File: src/rtl/k285_sync_controller.sv
// rtl/k285_sync_controller.sv - 8b/10b symbol-lock controller: comma acquisition, error-budget loss, symbol framing.
module k285_sync_controller #(
    parameter int SYMBOL_BITS      = 10,
    parameter int COMMAS_TO_LOCK   = 3,
    parameter int ERRORS_TO_UNLOCK = 4,
    parameter int GOOD_TO_FORGIVE  = 4
) (
    input  logic       clk,
    input  logic       rst,
    input  logic       enb,
    input  logic       esk285,
    input  logic       codeErr,
    output logic       lectura,
    output logic       sincronizado,
    output logic [2:0] estado,
    output logic [2:0] errCnt
);

    localparam int BW = (SYMBOL_BITS > 1) ? $clog2(SYMBOL_BITS) : 1;
    localparam logic [BW-1:0] BIT_LAST    = BW'(SYMBOL_BITS - 1);
    localparam logic [2:0]    COMMA_LOCK  = 3'(COMMAS_TO_LOCK);
    localparam logic [2:0]    ERR_UNLOCK  = 3'(ERRORS_TO_UNLOCK);
    localparam logic [2:0]    GOOD_FORGIVE = 3'(GOOD_TO_FORGIVE);

    typedef enum logic [2:0] {
        LOSS    = 3'd0,
        ACQUIRE = 3'd1,
        SYNC    = 3'd2
    } state_t;

    state_t        state_q, state_d;
    logic [BW-1:0] bit_cnt, bit_cnt_d;
    logic [2:0]    comma_cnt, comma_cnt_d;
    logic [2:0]    good_cnt, good_cnt_d;
    logic [2:0]    err_cnt, err_cnt_d;
    logic          at_last;
    logic          misaligned;
    logic          bad_sym;
    logic          lectura_d;
    logic [2:0]    comma_inc, good_inc, err_inc;

    // at_last is the boundary position; enb gating is applied at the register update
    assign at_last    = (bit_cnt == BIT_LAST);
    assign misaligned = esk285 && !at_last;
    assign bad_sym    = (at_last && codeErr) || misaligned;
    assign comma_inc  = comma_cnt + 3'd1;
    assign good_inc   = good_cnt + 3'd1;
    assign err_inc    = err_cnt + 3'd1;

    always_comb begin
        state_d     = state_q;
        bit_cnt_d   = at_last ? '0 : bit_cnt + BW'(1);
        comma_cnt_d = comma_cnt;
        good_cnt_d  = good_cnt;
        err_cnt_d   = err_cnt;

        case (state_q)
            LOSS: begin
                comma_cnt_d = '0;
                good_cnt_d  = '0;
                err_cnt_d   = '0;
                if (esk285) begin
                    bit_cnt_d   = '0;
                    comma_cnt_d = 3'd1;
                    state_d     = ACQUIRE;
                end
            end

            ACQUIRE: begin
                if (misaligned) begin
                    bit_cnt_d   = '0;
                    comma_cnt_d = 3'd1;
                end else if (at_last && codeErr) begin
                    state_d     = LOSS;
                    comma_cnt_d = '0;
                    good_cnt_d  = '0;
                    err_cnt_d   = '0;
                end else if (at_last && esk285) begin
                    comma_cnt_d = comma_inc;
                    if (comma_inc == COMMA_LOCK) begin
                        state_d    = SYNC;
                        good_cnt_d = '0;
                        err_cnt_d  = '0;
                    end
                end
            end

            SYNC: begin
                // framing is frozen here: a stray comma is charged as an error, never realigned
                if (bad_sym) begin
                    if (err_inc == ERR_UNLOCK) begin
                        state_d     = LOSS;
                        comma_cnt_d = '0;
                        good_cnt_d  = '0;
                        err_cnt_d   = '0;
                    end else begin
                        err_cnt_d  = err_inc;
                        good_cnt_d = '0;
                    end
                end else if (at_last) begin
                    if (good_inc == GOOD_FORGIVE) begin
                        good_cnt_d = '0;
                        err_cnt_d  = (err_cnt != 3'd0) ? err_cnt - 3'd1 : 3'd0;
                    end else begin
                        good_cnt_d = good_inc;
                    end
                end
            end

            default: begin
                state_d     = LOSS;
                comma_cnt_d = '0;
                good_cnt_d  = '0;
                err_cnt_d   = '0;
            end
        endcase
    end

    assign lectura_d = enb && at_last && (state_d == SYNC);

    always_ff @(posedge clk or posedge rst) begin
        if (rst) begin
            state_q      <= LOSS;
            bit_cnt      <= '0;
            comma_cnt    <= '0;
            good_cnt     <= '0;
            err_cnt      <= '0;
            lectura      <= 1'b0;
            sincronizado <= 1'b0;
        end else begin
            lectura <= lectura_d;
            if (enb) begin
                state_q      <= state_d;
                bit_cnt      <= bit_cnt_d;
                comma_cnt    <= comma_cnt_d;
                good_cnt     <= good_cnt_d;
                err_cnt      <= err_cnt_d;
                sincronizado <= (state_d == SYNC);
            end
        end
    end

    assign estado = state_q;
    assign errCnt = err_cnt;

endmodule

File: config.mk
export PLATFORM = sky130hd
export DESIGN_NAME = k285_sync_controller
export DESIGN_NICKNAME = d
export VERILOG_FILES = /design/src/rtl/k285_sync_controller.sv
export SDC_FILE = /design/constraint.sdc
export NUM_CORES = 1
export LEC_CHECK = 0
export CELL_PAD_IN_SITES_DETAIL_PLACEMENT = 0
export CELL_PAD_IN_SITES_GLOBAL_PLACEMENT = 1
export CORE_MARGIN = 2
export CORE_UTILIZATION = 43
export DETAILED_ROUTE_END_ITERATION = 10
export PLACE_DENSITY = 0.79
export SYNTH_ARGS = -nofsm -noshare
export SYNTH_HDL_FRONTEND = slang
export SYNTH_SLANG_ARGS = --single-unit
File: constraint.sdc
create_clock -name clk -period 1.9 [get_ports clk]
set_input_delay 0.38 -clock clk [delete_from_list [all_inputs] [get_ports clk]]
set_output_delay 0.38 -clock clk [all_outputs]
set_load 0.03 [all_outputs]
* After elaboration in Yosys (flattened, before gate mapping) *
Index checks and enable logic that the tools add are counted.

storage, ports and cells
  register bits after elaboration = 18
  output and inout bits = 8
  input bits = 5

cells by class
  equality and inequality tests = 15
  mux-type cells = 33
  $add $sub $neg = 5
  reductions and logical operators = 12

operators with widths
  cell                   count
  $mux W3                24
  $pmux W3 S3            2
  $mux W4                3
  $ne A3 B3 Y1 const B   4
  $pmux W3 S2            2
  $add A3 B1 Y3 const B  3
  $eq A3 B2 Y1 const B   3
  $pmux W4 S2            1
  $eq A3 B3 Y1 const B   2
  $ne A2 B2 Y1 const B   3
  $reduce_and A6 Y1      1
  $logic_and A1 B1 Y1    5
  $reduce_and A5 Y1      1
  $add A4 B1 Y4 const B  1
  $eq A4 B4 Y1 const B   1
  $ne A4 B4 Y1 const B   1
  $reduce_and A4 Y1      1
  $eq A3 B1 Y1 const B   1
  $logic_not A3 Y1       1
  $reduce_bool A3 Y1     1
  $sub A3 B1 Y3 const B  1
  $logic_not A1 Y1       1
  $logic_or A1 B1 Y1     1
  $mux W1                1

* Longest topological paths before layout *
  depth after elaboration = 9
  depth in mapped cells = 7
  mapped depth without buffers = 7

* Least setup slack after synthesis *
OpenSTA, ideal clock, no wires.

  path type = flip-flop to flip-flop
  from = register state_q[0] (netlist: estado[0])
  to = register lectura
  required time = 1810 ps
  stages on the path, launching flop included = 4
  buffers on the path = 0
  clock period less this slack = 1857 ps
  arrival = 1767 ps
  setup time = 90 ps
  path slack = 43 ps
  cell sequence = dfrtp_1 > or3b_4 > or4_4 > a211oi_2

on the way
  cells in the longest elaborated chain, start to end = 7
  elaborated cells between the ends (all ways) = 13
  those cells by class = eq/ne (3); mux (8); reduce/logical (2)

RTL lines
  item                      RTL line  text
  start: declaration        31        state_t state_q, state_d;
  start signal: assignment  133       state_q <= state_d;
  $mux W3                   80        if (comma_inc == COMMA_LOCK) begin
  $mux W3                   78        end else if (at_last && esk285) begin
  $mux W3                   73        end else if (at_last && codeErr) begin
  $mux W3                   70        if (misaligned) begin
  $pmux W3 S3 (*)           57        case (state_q)
  $eq A3 B2 Y1 (*)          119       assign lectura_d = enb && at_last && (state_d == SYNC);
  $logic_and A1 B1 Y1 (*)   119
  via lectura_d             39        logic lectura_d;
  end signal: assignment    131       lectura <= lectura_d;
  end: declaration          13        output logic lectura,

Mark *: on every way through the listed nets, which the timed path passes. The rest lies on a longest branch.
A chain may end at the register's enable or synchronous reset.

* Worst setup path in the final report *
  from = register err_cnt[2] (netlist: errCnt[2])
  to = output errCnt[2]

RTL lines
  item                      RTL line  text
  start: declaration        35        logic [2:0] err_cnt, err_cnt_d;
  start signal: assignment  137       err_cnt <= err_cnt_d;
  end: declaration          16        output logic [2:0] errCnt

No word-level cell between the ends.

==> out/qor.csv <==
metric;value;unit
worst path bufs/invs;1;
CTS Buf Count;3;
routed len/inst;14.4;µm
vias per inst;5.49;
slowest CP cell;clkdlybuf4s50_1;
H-tree depth;1;
DR iter-0 viols;24;
crit share post-route;94.5;%
R2R depth;7;
die area;3170;µm²
root buf cell;clkbuf_4;
Crit Path Max Fanout;5;
CTS tree;yes;
Yosys reg bits;18;
Startpoint Class;flip-flop;
Ports;13;
Reg power frac;35.0;%
sw frac;40.2;%
Max Root-Sink Buffers;2;
Pleak;0.754;nW
Residual DRC;0;
slew margin rel.;78.8;%
Clk pin slew, worst setup/hold paths;0.10;ns
Achievable Freq;557;MHz
Max Cap Violations;0;
DPL Wire Length;1990;µm
post-route ant nets;0;
CP arrival;1.42;ns
vias in the first global route;995;
Pint;1.01;mW
share of cells above drive strength 1;21.2;%
status;finished, final reports clean;
Clk pwr share;11.2;%
Syn Area/Cell;9.98;µm²
power per cell area;1120;nW/µm²
synthesized area;1180;µm²
cells along the critical path;clkdlybuf4s50_1;
Ant. Diodes;0;
grt ovf;0;
cells after synthesis;118;
Switching Power;0.681;mW
Worst R2R Setup Slack;0.12;ns
I/O Buffers;12;
Die Y;56.3;µm
Fin. Hold Viols;0;
top_reg_cell synth;dfrtp_1;
sequential area share after synthesis;38.3;%
CTS Sinks;18;
syn nets;133;
Worst-Margin Slew;0.311;ns
reg2reg start;errCnt[0]$_DFFE_PP0P_;
largest net degree at the start of global routing;19;
Hold Crit Class;in -> async;
Final Max Slew Viols;0;
post-route design area;1510;µm²
final wirelength;2610;µm
max incr delay on CP;0.70;ns
hold slack;0.414;ns
RSZ-0062 raised after global routing;no;
Post-Route Utilization;59.3;%
total global-route track usage;18.4;%
fraction of registers with async set/reset;100;%
final number of setup-violating endpoints;0;
placed inst area;1460;µm²
Clock Skew;0.00552;ns
Tmin final;1.80;ns
nets@finish;168;
via count;993;
drt pass-1 iters;4;
Rows;18;
worst-skew pair later-pin latency;0.30;ns
maximum vdd ir drop;0.813;mV
die width;56.3;µm
Comb power frac;53.8;%
area delta synth->final;28.3;%
first-pass GRT wire length;4520;µm
Reg-to-Reg End;errCnt[0]$_DFFE_PP0P_;
synth warn;0;
CP endpoint kind;primary output;
critical path's top delay family;buffers and inverters;
gpl congestion;0.798;
initial antenna violation count;0;
Worst EP required;1.52;ns
Initial Util;46.3;%
Post-synth EDFFs;0;
core area;2540;µm²
kind of critical path;reg -> out;
count of different cell masters after synthesis;47;
logic make-up after synthesis:
family	count (synthesis)	share of synthesized area, %
compound gates	30	18.9
mux	6	6.38
fa+ha+maj	10	10.6
simple gates	40	20.9
xor+xnor	1	0.744
flops	18	38.3
buf+inv	13	4.14
area by class of cell:
cell class,count,area (µm²)
multi-input combinational,87,683
sequential,18,452
fill,235,1030
clock buffer,3,22.5
inverter,12,45.0
timing repair buffer,31,270
tap,30,37.5
power by group through the flow:
stage / sequential [mW] / clock [mW] / combinational, mW
after CTS: 0.592 / 0.195 / 0.886
after floorplan: 0.682 / 0 / 0.448
after global routing: 0.612 / 0.212 / 1.02
after detailed placement: 0.595 / 0 / 0.885
final: 0.593 / 0.190 / 0.911
after global placement: 0.591 / 0 / 0.862
layer usage:
metal,up-vias,track usage [%],wire (µm)
li1,494,-,-
met1,471,25.2,1240
met2,24,28.7,1190
met3,4,5.30,140
met4,0,4.08,29
met5,-,0,0
timing repair:
action | CTS | global route
setup buffers | 0 | 2
setup endpoints to repair | 0 | 8
hold buffers | 0 | 0
hold endpoints to repair | 0 | 0
gates resized for setup | 0 | 5
stage by stage:
stage | cells | total power, mW | worst slack [ns] | TNS (ns)
final | 181 | 1.69 | 0.105 | 0
after floorplan | 118 | 1.13 | 0.0426 | 0
after detailed placement | 176 | 1.48 | -0.252 | -1.06
after CTS | 179 | 1.67 | 0.00609 | 0
after global routing | 181 | 1.84 | 0.00427 | 0
after global placement | 176 | 1.45 | -0.218 | -0.951
registers in the layout (all words and copies together), names as in the netlist:
signal and count:
bit_cnt 4, comma_cnt 3, errCnt 3, estado 3, good_cnt 3, lectura 1, sincronizado 1
cells in the mapped netlist, drive strengths merged, types with 2 or more instances:
cell type	number	share of area [%]
mux2	2	1.9
a21oi	3	1.3
o21a	2	1.3
o31ai	2	1.3
a211o	3	2.2
nand3	5	2.6
nor2	3	0.96
inv	12	3.8
a21o	2	1.3
nand2b	3	1.8
o211ai	3	2.3
nor3	2	0.85
ha	10	11
nor2b	2	1.1
nand2	12	3.8
dfrtp	18	38
o221ai	2	1.5
o21ai	6	2.6
mux2i	4	4.5
cells in the final DEF, fill, tap and decap left out, types with 2 or more instances in the layout:
cell type / count
o31ai_1: 2
clkdlybuf4s50_1: 9
nor3_1: 2
nand2_1: 12
nand2b_1: 2
o211ai_1: 2
buf_4: 19
o21ai_1: 2
nor2b_1: 2
o21ai_0: 4
ha_1: 10
dlymetal6s2s_1: 3
o221ai_1: 2
inv_1: 12
o21a_1: 2
nand3_1: 4
nor2_1: 3
dfrtp_1: 17
a211o_1: 3
mux2i_1: 3
a21oi_1: 3
clkbuf_4: 3
a21o_1: 2
worst max path at each step:
stage               slack (ns)                     start  depth (start not counted)                 endpoint
global placement         -0.22                    esk285                          6    errCnt[2]$_DFFE_PP0P_
floorplan                 0.04     estado[0]$_DFFE_PP0P_                          3        lectura$_DFF_PP0_
global route             0.004  comma_cnt[0]$_DFFE_PP0P_                          6  good_cnt[2]$_DFFE_PP0P_
finish                    0.10     errCnt[2]$_DFFE_PP0P_                          1                errCnt[2]
CTS                      0.006     estado[1]$_DFFE_PP0P_                          2                estado[1]
detailed placement       -0.25                    esk285                          6    errCnt[0]$_DFFE_PP0P_
worst reg2reg max path: cells and delay by family (launching register included):
family | cells | cell delay [ns]
AO/OA/AOI/OAI | 2 | 0.37
adder cells (fa/ha/maj) | 2 | 0.42
flip-flops | 1 | 0.43
multiplexers | 1 | 0.12
AND/OR/NAND/NOR | 2 | 0.37
Power figures use the tool's default switching activity.
